===== config.mk =====
export PLATFORM = sky130hd
export DESIGN_NAME = ct_f_spsram_ctrl
export DESIGN_NICKNAME = d
export VERILOG_FILES = /design/src/rtl/ct_f_spsram_ctrl_pkg.sv /design/src/rtl/ct_f_spsram_ctrl_rr_arb2.sv /design/src/rtl/ct_f_spsram_ctrl.sv
export SDC_FILE = /design/constraint.sdc
export NUM_CORES = 1
export LEC_CHECK = 0
export BUFFER_PORTS_ARGS = -buffer_cell sky130_fd_sc_hd__buf_2
export CAP_MARGIN = 15
export CORE_AREA = 3 3 200 202
export CTS_BUF_LIST = sky130_fd_sc_hd__clkbuf_8
export CTS_CLUSTER_SIZE = 24
export DETAILED_ROUTE_END_ITERATION = 8
export DIE_AREA = 0 0 203 205
export GPL_TIMING_DRIVEN = 0
export SLEW_MARGIN = 30
export SYNTH_ARGS = -nofsm -noshare
export SYNTH_HDL_FRONTEND = slang
export SYNTH_HIERARCHICAL = 1
export SYNTH_SLANG_ARGS = --single-unit

===== constraint.sdc =====
create_clock -name forever_cpuclk -period 4.1 [get_ports forever_cpuclk]
set_input_delay 0.205 -clock forever_cpuclk [delete_from_list [all_inputs] [get_ports forever_cpuclk]]
set_output_delay 0.205 -clock forever_cpuclk [all_outputs]
set_load 0.02 [all_outputs]

===== src/rtl/ct_f_spsram_ctrl_pkg.sv =====
// Shared constants for the single-port SRAM init/arbitration controller.
package ct_f_spsram_ctrl_pkg;

  typedef enum logic {
    ST_INIT  = 1'b0,
    ST_READY = 1'b1
  } state_e;

  localparam logic PORT0 = 1'b0;
  localparam logic PORT1 = 1'b1;

  function automatic int unsigned depth_of(input int unsigned aw);
    return 32'd1 << aw;
  endfunction

  localparam int unsigned ADDR_WIDTH_DFLT = 9;
  localparam int unsigned DEPTH_DFLT      = depth_of(ADDR_WIDTH_DFLT);

endpackage


===== src/rtl/ct_f_spsram_ctrl_rr_arb2.sv =====
// Two-requester round-robin arbiter; grant is combinational, pointer is the last winner.
module ct_f_rr_arb2
  import ct_f_spsram_ctrl_pkg::*;
(
  input  logic clk,
  input  logic rst_n,
  input  logic en,
  input  logic req0,
  input  logic req1,
  output logic gnt0,
  output logic gnt1
);

  logic last_gnt;

  always_comb begin
    gnt0 = 1'b0;
    gnt1 = 1'b0;
    if (en) begin
      if (req0 && req1) begin
        gnt0 = (last_gnt == PORT1);
        gnt1 = (last_gnt == PORT0);
      end else begin
        gnt0 = req0;
        gnt1 = req1;
      end
    end
  end

  // Reset to PORT1 so that port0 wins the first tie.
  always_ff @(posedge clk or negedge rst_n) begin
    if (!rst_n) begin
      last_gnt <= PORT1;
    end else if (gnt0) begin
      last_gnt <= PORT0;
    end else if (gnt1) begin
      last_gnt <= PORT1;
    end
  end

endmodule


===== src/rtl/ct_f_spsram_ctrl.sv =====
// Initialises a single-port SRAM after reset/flush, then shares it between two
// requesters with round-robin arbitration and one-cycle read return.
module ct_f_spsram_ctrl
  import ct_f_spsram_ctrl_pkg::*;
#(
  parameter int ADDR_WIDTH = 9,
  parameter int DATA_WIDTH = 59,
  parameter logic [DATA_WIDTH-1:0] INIT_VAL = '0
) (
  input  logic                  forever_cpuclk,
  input  logic                  cpurst_b,
  input  logic                  flush_req,
  output logic                  init_done,
  input  logic                  req0,
  input  logic                  we0,
  input  logic [ADDR_WIDTH-1:0] addr0,
  input  logic [DATA_WIDTH-1:0] wdata0,
  input  logic [DATA_WIDTH-1:0] wmask0,
  input  logic                  req1,
  input  logic                  we1,
  input  logic [ADDR_WIDTH-1:0] addr1,
  input  logic [DATA_WIDTH-1:0] wdata1,
  input  logic [DATA_WIDTH-1:0] wmask1,
  output logic                  gnt0,
  output logic                  gnt1,
  output logic                  rvalid0,
  output logic                  rvalid1,
  output logic [DATA_WIDTH-1:0] rdata,
  output logic [ADDR_WIDTH-1:0] sram_a,
  output logic                  sram_cen,
  output logic                  sram_gwen,
  output logic [DATA_WIDTH-1:0] sram_wen,
  output logic [DATA_WIDTH-1:0] sram_d,
  input  logic [DATA_WIDTH-1:0] sram_q
);

  localparam int unsigned           DEPTH    = depth_of(ADDR_WIDTH);
  localparam logic [ADDR_WIDTH-1:0] LAST_IDX = ADDR_WIDTH'(DEPTH - 1);

  state_e                state;
  logic [ADDR_WIDTH-1:0] init_cnt;
  logic                  arb_en;
  logic                  rvalid0_p1;
  logic                  rvalid1_p1;

  always_ff @(posedge forever_cpuclk or negedge cpurst_b) begin
    if (!cpurst_b) begin
      state    <= ST_INIT;
      init_cnt <= '0;
    end else begin
      case (state)
        ST_INIT: begin
          init_cnt <= init_cnt + 1'b1;
          if (init_cnt == LAST_IDX) begin
            state <= ST_READY;
          end
        end
        ST_READY: begin
          if (flush_req) begin
            state <= ST_INIT;
          end
        end
        default: state <= ST_INIT;
      endcase
    end
  end

  assign init_done = (state == ST_READY);
  assign arb_en    = (state == ST_READY) && !flush_req;

  ct_f_rr_arb2 u_arb (
    .clk   (forever_cpuclk),
    .rst_n (cpurst_b),
    .en    (arb_en),
    .req0  (req0),
    .req1  (req1),
    .gnt0  (gnt0),
    .gnt1  (gnt1)
  );

  // SRAM port mux; held idle while reset is asserted so the macro sees no access.
  always_comb begin
    sram_cen  = 1'b1;
    sram_gwen = 1'b1;
    sram_wen  = '1;
    sram_a    = '0;
    sram_d    = INIT_VAL;
    if (cpurst_b) begin
      if (state == ST_INIT) begin
        sram_cen  = 1'b0;
        sram_gwen = 1'b0;
        sram_wen  = '0;
        sram_a    = init_cnt;
        sram_d    = INIT_VAL;
      end else if (gnt0) begin
        sram_cen  = 1'b0;
        sram_a    = addr0;
        sram_d    = wdata0;
        if (we0) begin
          sram_gwen = 1'b0;
          sram_wen  = ~wmask0;
        end
      end else if (gnt1) begin
        sram_cen  = 1'b0;
        sram_a    = addr1;
        sram_d    = wdata1;
        if (we1) begin
          sram_gwen = 1'b0;
          sram_wen  = ~wmask1;
        end
      end
    end
  end

  // ---- stage p1: SRAM Q is valid the cycle after a granted read ----
  always_ff @(posedge forever_cpuclk or negedge cpurst_b) begin
    if (!cpurst_b) begin
      rvalid0_p1 <= 1'b0;
      rvalid1_p1 <= 1'b0;
    end else begin
      rvalid0_p1 <= gnt0 && !we0;
      rvalid1_p1 <= gnt1 && !we1;
    end
  end

  assign rvalid0 = rvalid0_p1;
  assign rvalid1 = rvalid1_p1;
  assign rdata   = sram_q;

endmodule


==> metrics.log, run 1 <==
INFO  metric status = finished clean
INFO  metric cts.path.max_buffers = 2
INFO  metric crit_fanout = 10
INFO  metric ys_warnings = 6
INFO  metric placement.io_buffers = 453
INFO  metric fp.dieArea = between 40000 and 50000 µm²
INFO  metric globalRoute.totalOverflow = 0
INFO  metric route.detailed.drc = 0
INFO  metric regToRegStartpoint = init_done
INFO  metric postRouteWirelength = roughly 26000 µm
INFO  metric clock_latency = 0.25 ns
INFO  metric min-delay-start = we1
INFO  metric chipHeight = 205 µm
INFO  metric synthesis.instances = 429
INFO  metric critPathKind = reg2out
INFO  metric syn_avg_cell_area = between 6 and 7 µm²
INFO  metric final_max_slew_violation_count = 0
INFO  metric max_clock_freq = 272.8 MHz
INFO  metric route.detailed.wl_per_inst = 18.64 µm
INFO  metric setup_viol = 0
INFO  metric postLayoutSetupSlackWorst = 0.4345 ns
INFO  metric netSwitchingFraction = 44.05%
INFO  metric synthesis.area = between 2000 and 3000 µm²
INFO  metric clk_transition_reported_paths = 0.07 ns
INFO  metric clock_tree_from_tritoncts = built
INFO  metric timing.critical_path.arrival = 3.46 ns
INFO  metric worst_clock_skew = 0.003355 ns
INFO  metric initial_utilization = 7.650%
INFO  metric drt_first_pass_iters = 4
INFO  metric groute.usage.overall = 11.28%
INFO  metric cts_setup_buffers = 0
INFO  metric share_of_layout_cells_above_drive_strength_1 = 60.54%
INFO  metric finalCriticalPeriod = 3.665 ns
INFO  metric cts-htree-levels = 1
INFO  metric numClockSinks = 13
INFO  metric synth.lib_cells_used.distinct = 29
INFO  metric grt_pass1_wl = 34310 µm
INFO  metric die_w = 203 µm
INFO  metric post-place-ws = 0.1990 ns
INFO  metric antenna_violations_before_repair = 20
INFO  metric detail_route.iter0.violations = 281
INFO  metric placeableCoreArea = 38470 µm²
INFO  metric cellInternalPower = 456.6 µW
INFO  metric synth_edf_count = 0
INFO  metric worstPathRequired = 3.89 ns
INFO  metric hold_viol_final = 0
INFO  metric final_net_count = approximately 1200
INFO  metric fin_area = between 5000 and 6000 µm²
INFO  metric critPathLaunchType = flop
INFO  metric pwr-share-comb = 58.7%
INFO  metric pwr-share-seq = 25.6%
INFO  metric synth.net_count = 751
INFO  metric first_global_vias = approximately 5200
INFO  metric vdd.ir_drop.worst = 0.0001312 V
INFO  metric route.antenna.remaining_nets = 0
INFO  metric endpoint_kind = output pin
INFO  metric grt_max_degree = 15
INFO  metric placedInstanceArea = 5858 µm²
INFO  metric postSynthRegisterBits = 13
INFO  metric viasPerCell = 3.769
INFO  metric worst-slew-pin-transition = 0.7501 ns
INFO  metric gpl.final_weighted_congestion = between 0.8 and 0.9
INFO  metric p_per_area = 137.6 nW/µm²
INFO  metric layout-area-overhead-vs-synth = 101.6%
INFO  metric placementRows = 72
INFO  metric grt_setup_unrepaired = no
INFO  metric ios = 513
INFO  metric timing.max_cap.violations = 0
INFO  metric synth_flop_cell = sky130_fd_sc_hd__dfrtp_1
INFO  metric place.detailed.hpwl = 23280 µm
INFO  metric detailroute.via_count = 5314
INFO  metric startpoint = init_done
INFO  metric tritoncts.num_buffers = 3
INFO  metric worst_slew_margin_rel = 49.99%
INFO  metric ys_seq_area_share = 11.10%
INFO  metric synthArstFlopShare = 100.0%
INFO  metric number_of_fill_cells_in_the_layout = 4462
INFO  metric clockRootBuffer = sky130_fd_sc_hd__clkbuf_8
INFO  metric switchingPower = 359.5 µW
INFO  metric setup-tns-final = 0 ns
INFO  metric timing.final.crit_share = about nine tenths
INFO  metric power.leakage = 3.147 nW
INFO  metric power_frac_clock = 15.6%
INFO  metric min-delay-path-class = in2reg
critical path: stages (launching register included):
cell	delay, ns
sky130_fd_sc_hd__dfrtp_1	0.34
sky130_fd_sc_hd__buf_2	0.20
sky130_fd_sc_hd__inv_2	0.05
sky130_fd_sc_hd__clkbuf_1	0.32
sky130_fd_sc_hd__nor2_2	0.33
sky130_fd_sc_hd__nand2_1	0.11
sky130_fd_sc_hd__a21oi_2	0.31
sky130_fd_sc_hd__nor2b_1	0.18
sky130_fd_sc_hd__clkbuf_1	0.29
sky130_fd_sc_hd__buf_2	0.33
sky130_fd_sc_hd__buf_4	0.24
sky130_fd_sc_hd__a22oi_1	0.10
sky130_fd_sc_hd__nor2_1	0.19
sky130_fd_sc_hd__buf_2	0.20
synthesized netlist by cell type (4+ instances only):
cell                       count  area [µm²]
sky130_fd_sc_hd__o21ai_0      10       50.05
sky130_fd_sc_hd__xnor2_1       4       35.03
sky130_fd_sc_hd__buf_6         6       67.56
sky130_fd_sc_hd__buf_4        62       465.5
sky130_fd_sc_hd__a221o_1      59       590.6
sky130_fd_sc_hd__a21oi_1      11       55.05
sky130_fd_sc_hd__clkbuf_1     36       135.1
sky130_fd_sc_hd__a22oi_1      68       510.5
sky130_fd_sc_hd__nand2_1      65       244.0
sky130_fd_sc_hd__dfrtp_1      12       300.3
sky130_fd_sc_hd__buf_2         8       40.04
sky130_fd_sc_hd__nor2_1       63       236.5
registers in the layout (all words and copies together) (netlist names):
signal	flops
init_cnt	9
init_done	1
rvalid0	1
rvalid1	1
u_arb/last_gnt	1
metrics by stage:
stage | util [%] | power (mW) | cells | hold slack (ns)
after floorplan | - | 0.4369 | 429 | -0.09059
after global placement | 15.23 | 0.6821 | 1400 | 0.1438
after detailed placement | 15.23 | 0.6920 | 1400 | 0.1532
after CTS | 15.39 | 0.8279 | 1405 | 0.1055
after global routing | 15.42 | 0.8762 | 1409 | 0.1299
final | 15.42 | 0.8161 | 1410 | 0.1137
cell families after synthesis:
kind of cell    after synthesis  share of synthesized area (%)
mux                           2                         0.7653
compound gates              152                          42.09
simple gates                138                          18.67
flops                        13                          11.10
fa+ha+maj                     2                         0.8502
buf+inv                     115                          24.45
xor+xnor                      7                          2.083
metal layers:
layer / routed length [µm] / GRT usage (%) / share of wire, % / vias up
li1: - / - / - / 2454
met1: 9534 / 12.58 / 36 / 2370
met2: 13280 / 20.97 / 51 / 417
met3: 2370 / 2.479 / 9.0 / 65
met4: 1043 / 4.083 / 4.0 / 8
met5: 57 / 0 / 0.22 / -
area by class of cell:
cell class              instances  area, µm²  area share (%)
plain buffers                 113      711.9           12.00
inverters                       2      7.507          0.1265
repair buffers                454       2277           38.38
well taps                     518      648.1           10.92
clock inverters                 1      5.005         0.08435
diodes                          5      12.51          0.2109
clock buffers                   3      41.29          0.6959
flip-flops and latches         13      326.6           5.504
multi-input cells             301       1903           32.08
worst paths after layout:
kind                       depth (start not counted)             end  slack (ns)
setup reg to reg                                   9         rvalid0        1.68
setup / recovery                                  13      sram_d[38]        0.43
hold reg to reg                                    1     init_cnt[7]        0.50
hold / removal                                     2         rvalid1        0.11
min in group asynchronous                          2         rvalid0        0.39
max in group asynchronous                          2  u_arb/last_gnt        3.39
power by group through the flow:
stage | Sequential [mW] | Combinational (mW) | Clock [mW]
after floorplan | 0.197 | 0.240 | 0
after global placement | 0.208 | 0.474 | 0
after detailed placement | 0.209 | 0.483 | 0
after CTS | 0.208 | 0.484 | 0.136
after global routing | 0.214 | 0.521 | 0.141
final | 0.209 | 0.479 | 0.128
what timing repair did:
action                     4_1_cts  5_1_grt
setup endpoints to repair        5       10
gates resized for setup          1        1
hold endpoints to repair        12        0
hold buffers                     1        0
cells in the final DEF (no fill, tap or decap), drive strengths merged, types with 2 or more instances in the layout:
master / Yosys / final
a21oi: 11 / 11
a221o: 59 / 59
a22oi: 68 / 68
buf: 77 / 530
clkbuf: 36 / 39
dfrtp: 12 / 12
diode: 0 / 5
ha: 2 / 2
inv: 2 / 2
mux2: 2 / 2
nand2: 65 / 65
nand4: 2 / 2
nor2: 63 / 63
nor2b: 3 / 3
o21ai: 10 / 10
o31ai: 2 / 2
xnor2: 4 / 4
xor2: 3 / 3
(Power assumes the default switching activity.)
==> run 2, diff against run 1 <==
--- a/config.mk
+++ b/config.mk
@@ -5,13 +5,14 @@
 export SDC_FILE = /design/constraint.sdc
 export NUM_CORES = 1
 export LEC_CHECK = 0
+export ABC_AREA = 1
 export BUFFER_PORTS_ARGS = -buffer_cell sky130_fd_sc_hd__buf_2
 export CAP_MARGIN = 15
-export CORE_AREA = 3 3 200 202
+export CORE_AREA = 3 3 199 201
 export CTS_BUF_LIST = sky130_fd_sc_hd__clkbuf_8
 export CTS_CLUSTER_SIZE = 24
 export DETAILED_ROUTE_END_ITERATION = 8
-export DIE_AREA = 0 0 203 205
+export DIE_AREA = 0 0 202 204
 export GPL_TIMING_DRIVEN = 0
 export SLEW_MARGIN = 30
 export SYNTH_ARGS = -nofsm -noshare
==> run 2 against run 1 <==
First-iteration DRC count increased by 89%. Via count increased by 11%. Power increased by 1.5%. Clock skew increased by 0.0011 ns. Synthesized cell count increased by 39%. Critical path depth decreased by 1. Critical endpoint is now sram_wen[49]. Highest routed layer is now met4.
==> metrics.log, run 2 <==
INFO  metric status = finished clean
INFO  metric critical_path.cell_chain = clkinv_1 > clkbuf_1 > nor2_1 > nand2_1 > a21oi_1 > nand2_1 > nor2_2 > buf_2 > nand2_1 > nand3_1 > nand2_1 > buf_2
INFO  metric route.antenna.remaining_nets = 0 (unchanged)
INFO  metric final_max_slew_violation_count = 0 (unchanged)
INFO  metric ys_seq_area_share = 9.935% (-1.2 points)
INFO  metric crit_top_cell = sky130_fd_sc_hd__nand2_1
INFO  metric finalCriticalPeriod = 3.491 ns (-0.1741 ns)
INFO  metric route.detailed.drc = 0 (unchanged)
INFO  metric synth_edf_count = 0 (unchanged)
INFO  metric power.leakage = 3.175 nW (+0.91%)
INFO  metric cts.hold.buffers_added = 1 (unchanged)
INFO  metric antenna_violations_before_repair = 1 (-95%)
INFO  metric top_register = init_cnt
INFO  metric yosys.cell_count.top_type = sky130_fd_sc_hd__nand2_1
INFO  metric syn_avg_cell_area = 5.515 µm² (-20%)
INFO  metric synth_common_cells = sky130_fd_sc_hd__nand2_1, sky130_fd_sc_hd__nand3_1, sky130_fd_sc_hd__nor2_1
INFO  metric grt_setup_unrepaired = no
INFO  metric worst_clock_skew = 0.004460 ns (+0.001105 ns)
INFO  metric stdcell_count = 1564 (+11%)
INFO  metric worst-slew-pin-transition = 0.9547 ns (+0.2046 ns)
INFO  metric synth_flop_cell = sky130_fd_sc_hd__dfrtp_1
INFO  metric leading_cell_type_in_the_layout_fill_and_taps_excluded = sky130_fd_sc_hd__buf_2
INFO  metric timing.critical_path.arrival = 3.29 ns (-0.17 ns)
INFO  metric first_global_vias = 5526 (+7.2%)
INFO  metric crit_fanout = 10 (unchanged)
INFO  metric final_net_count = 1376 (+14%)
INFO  metric endpoint_kind = output pin
INFO  metric cts-htree-levels = 1 (unchanged)
INFO  metric min-delay-path-class = in2reg
INFO  metric critPathLaunchType = flop
INFO  metric route.detailed.wl_per_inst = 14.84 µm (-20%)
INFO  metric slowest_delay = 0.43 ns (+0.09 ns)
INFO  metric chipHeight = 204 µm (-0.49%)
INFO  metric globalRoute.totalOverflow = 0 (unchanged)
INFO  metric clockRootBuffer = sky130_fd_sc_hd__clkbuf_8
INFO  metric synthesis.area = 3287 µm² (+12%)
INFO  metric numClockSinks = 13 (unchanged)
INFO  metric postSynthRegisterBits = 13 (unchanged)
INFO  metric grt_max_degree = 15 (unchanged)
INFO  metric synthArstFlopShare = 100.0% (unchanged)
INFO  metric synth.net_count = 918 (+22%)
INFO  metric worst_slew_margin_rel = 36.36% (-14 points)
INFO  metric placed_cells_incl_taps = 1559 (+11%)
INFO  metric clk_transition_reported_paths = 0.06 ns (about the same)
INFO  metric ios = 513 (unchanged)
INFO  metric placementRows = 71 (-1.4%)
INFO  metric groute.usage.overall = 9.961% (-1.3 points)
INFO  metric synth_top_area_share = 18.73% (-1.3 points)
INFO  metric viasPerCell = 3.767 (about the same)
INFO  metric setup_viol = 0 (unchanged)
INFO  metric max_clock_freq = 286.4 MHz (+5.0%)
INFO  metric clock_latency = 0.24 ns (about the same)
INFO  metric synthTopCellsByArea = sky130_fd_sc_hd__nand3_1, sky130_fd_sc_hd__nand2_1, sky130_fd_sc_hd__a22oi_1
INFO  metric timing.max_cap.violations = 0 (unchanged)
INFO  metric p_per_area = 132.7 nW/µm² (-3.5%)
INFO  metric placement.io_buffers = 452 (-0.22%)
INFO  metric detail_route.iter0.violations = 531 (+89%)
INFO  metric synth.largest_area_cell = sky130_fd_sc_hd__nand3_1
INFO  metric insertedDiodeCount = 0 (-5)
INFO  metric place.detailed.hpwl = 20120 µm (-14%)
INFO  metric setup-tns-final = 0 ns (unchanged)
INFO  metric share_of_layout_cells_above_drive_strength_1 = 52.99% (-7.5 points)
INFO  metric critPathKind = reg2out
INFO  metric utilization = 16.54% (+1.1 points)
INFO  metric vdd.ir_drop.worst = 0.0001415 V (+7.8%)
INFO  metric worst_path_max_delay_cell = sky130_fd_sc_hd__a21oi_1
INFO  metric cts_setup_buffers = 0 (unchanged)
INFO  metric hold_viol_final = 0 (unchanged)
INFO  metric grt_pass1_wl = 32240 µm (-6.0%)
INFO  metric die_w = 202 µm (-0.49%)
INFO  metric clock_tree_from_tritoncts = built
INFO  metric drt_first_pass_iters = 5 (+1)
INFO  metric max_ffs_per_register = 9 (unchanged)
INFO  metric worstPathRequired = 3.89 ns (about the same)
INFO  metric fp.dieArea = 41210 µm² (-0.98%)
INFO  metric layout-area-overhead-vs-synth = 89.95%
INFO  metric postRouteWirelength = 23210 µm (-12%)
INFO  metric timing.final.crit_share = 85.15% (-4.2 points)
INFO  metric cts_resized = 0 (-1)
INFO  metric ys_warnings = 6 (unchanged)
INFO  metric detailroute.via_count = 5891 (+11%)
INFO  metric synthesis.instances = 596 (+39%)
INFO  metric tritoncts.num_buffers = 3 (unchanged)
INFO  metric cts.path.max_buffers = 2 (unchanged)
INFO  metric initial_utilization = 8.706% (+1.1 points)
INFO  metric placeableCoreArea = 37760 µm² (-1.9%)
INFO  metric gpl.final_weighted_congestion = 0.9204 (+5.8%)
INFO  metric mostFrequentLayoutCells = sky130_fd_sc_hd__buf_2, sky130_fd_sc_hd__nand2_1, sky130_fd_sc_hd__nand3_1
INFO  metric synth.lib_cells_used.distinct = 26 (-10%)
==> run 2: worst max-delay path: cells and delay by family (launching register included) <==
family	cells	cell delay, ns
compound gates	1	0.43
buf+inv	4	1.10
flops	1	0.36
simple gates	7	1.13
==> run 2: cells by family after synthesis <==
logic type,Yosys count,share of synthesized area (%)
buf+inv,133,24.21
xor+xnor,3,0.7995
simple gates,357,46.25
fa+ha+maj,2,0.7612
compound gates,88,18.04
flops,13,9.935
==> run 2: worst paths after layout <==
kind                        startpoint        endpoint  slack, ns  cells past startpoint
max                          init_done    sram_wen[49]       0.61                     12
min                                we1         rvalid1       0.12                      2
max reg2reg                  init_done         rvalid0       1.85                     12
min reg2reg                init_cnt[0]     init_cnt[0]       0.52                      1
max in group asynchronous     cpurst_b  u_arb/last_gnt       3.41                      2
min in group asynchronous     cpurst_b     init_cnt[0]       0.39                      2
==> run 2: cell type report <==
cell class                 count  area (µm²)
fill                        4407       31510
buffer                       118       739.5
timing repair buffer         453        2272
sequential                    13       326.6
inverter                      15       56.30
tap                          511       639.4
clock inverter                 1       3.754
multi-input combinational    450        2165
clock buffer                   3       41.29
==> run 2: power by group <==
group          switching, mW  internal, mW
registers             0.0344         0.162
clock network         0.0509        0.0662
logic                  0.285         0.230
total                  0.370         0.458
==> run 2: routing by layer <==
metal / global-route usage, % / vias to the layer above / share of wire [%]
li1: - / 2853 / -
met1: 12.87 / 2699 / 40
met2: 17.24 / 315 / 50
met3: 2.086 / 24 / 8.0
met4: 1.894 / 0 / 1.8
met5: 0 / - / 0
==> run 2: metrics by stage <==
step	power, mW	hold slack [ns]	worst slack (ns)	area (µm²)
4_1_cts	0.8342	0.1177	0.5635	6243
3_3_place_gp	0.7072	0.1356	0.8848	6188
5_1_grt	0.8895	0.1154	0.2512	6243
3_5_place_dp	0.7113	0.1341	0.8574	6188
2_1_floorplan	0.4629	-0.09059	1.442	3287
6_report	0.8285	0.1246	0.6087	6243
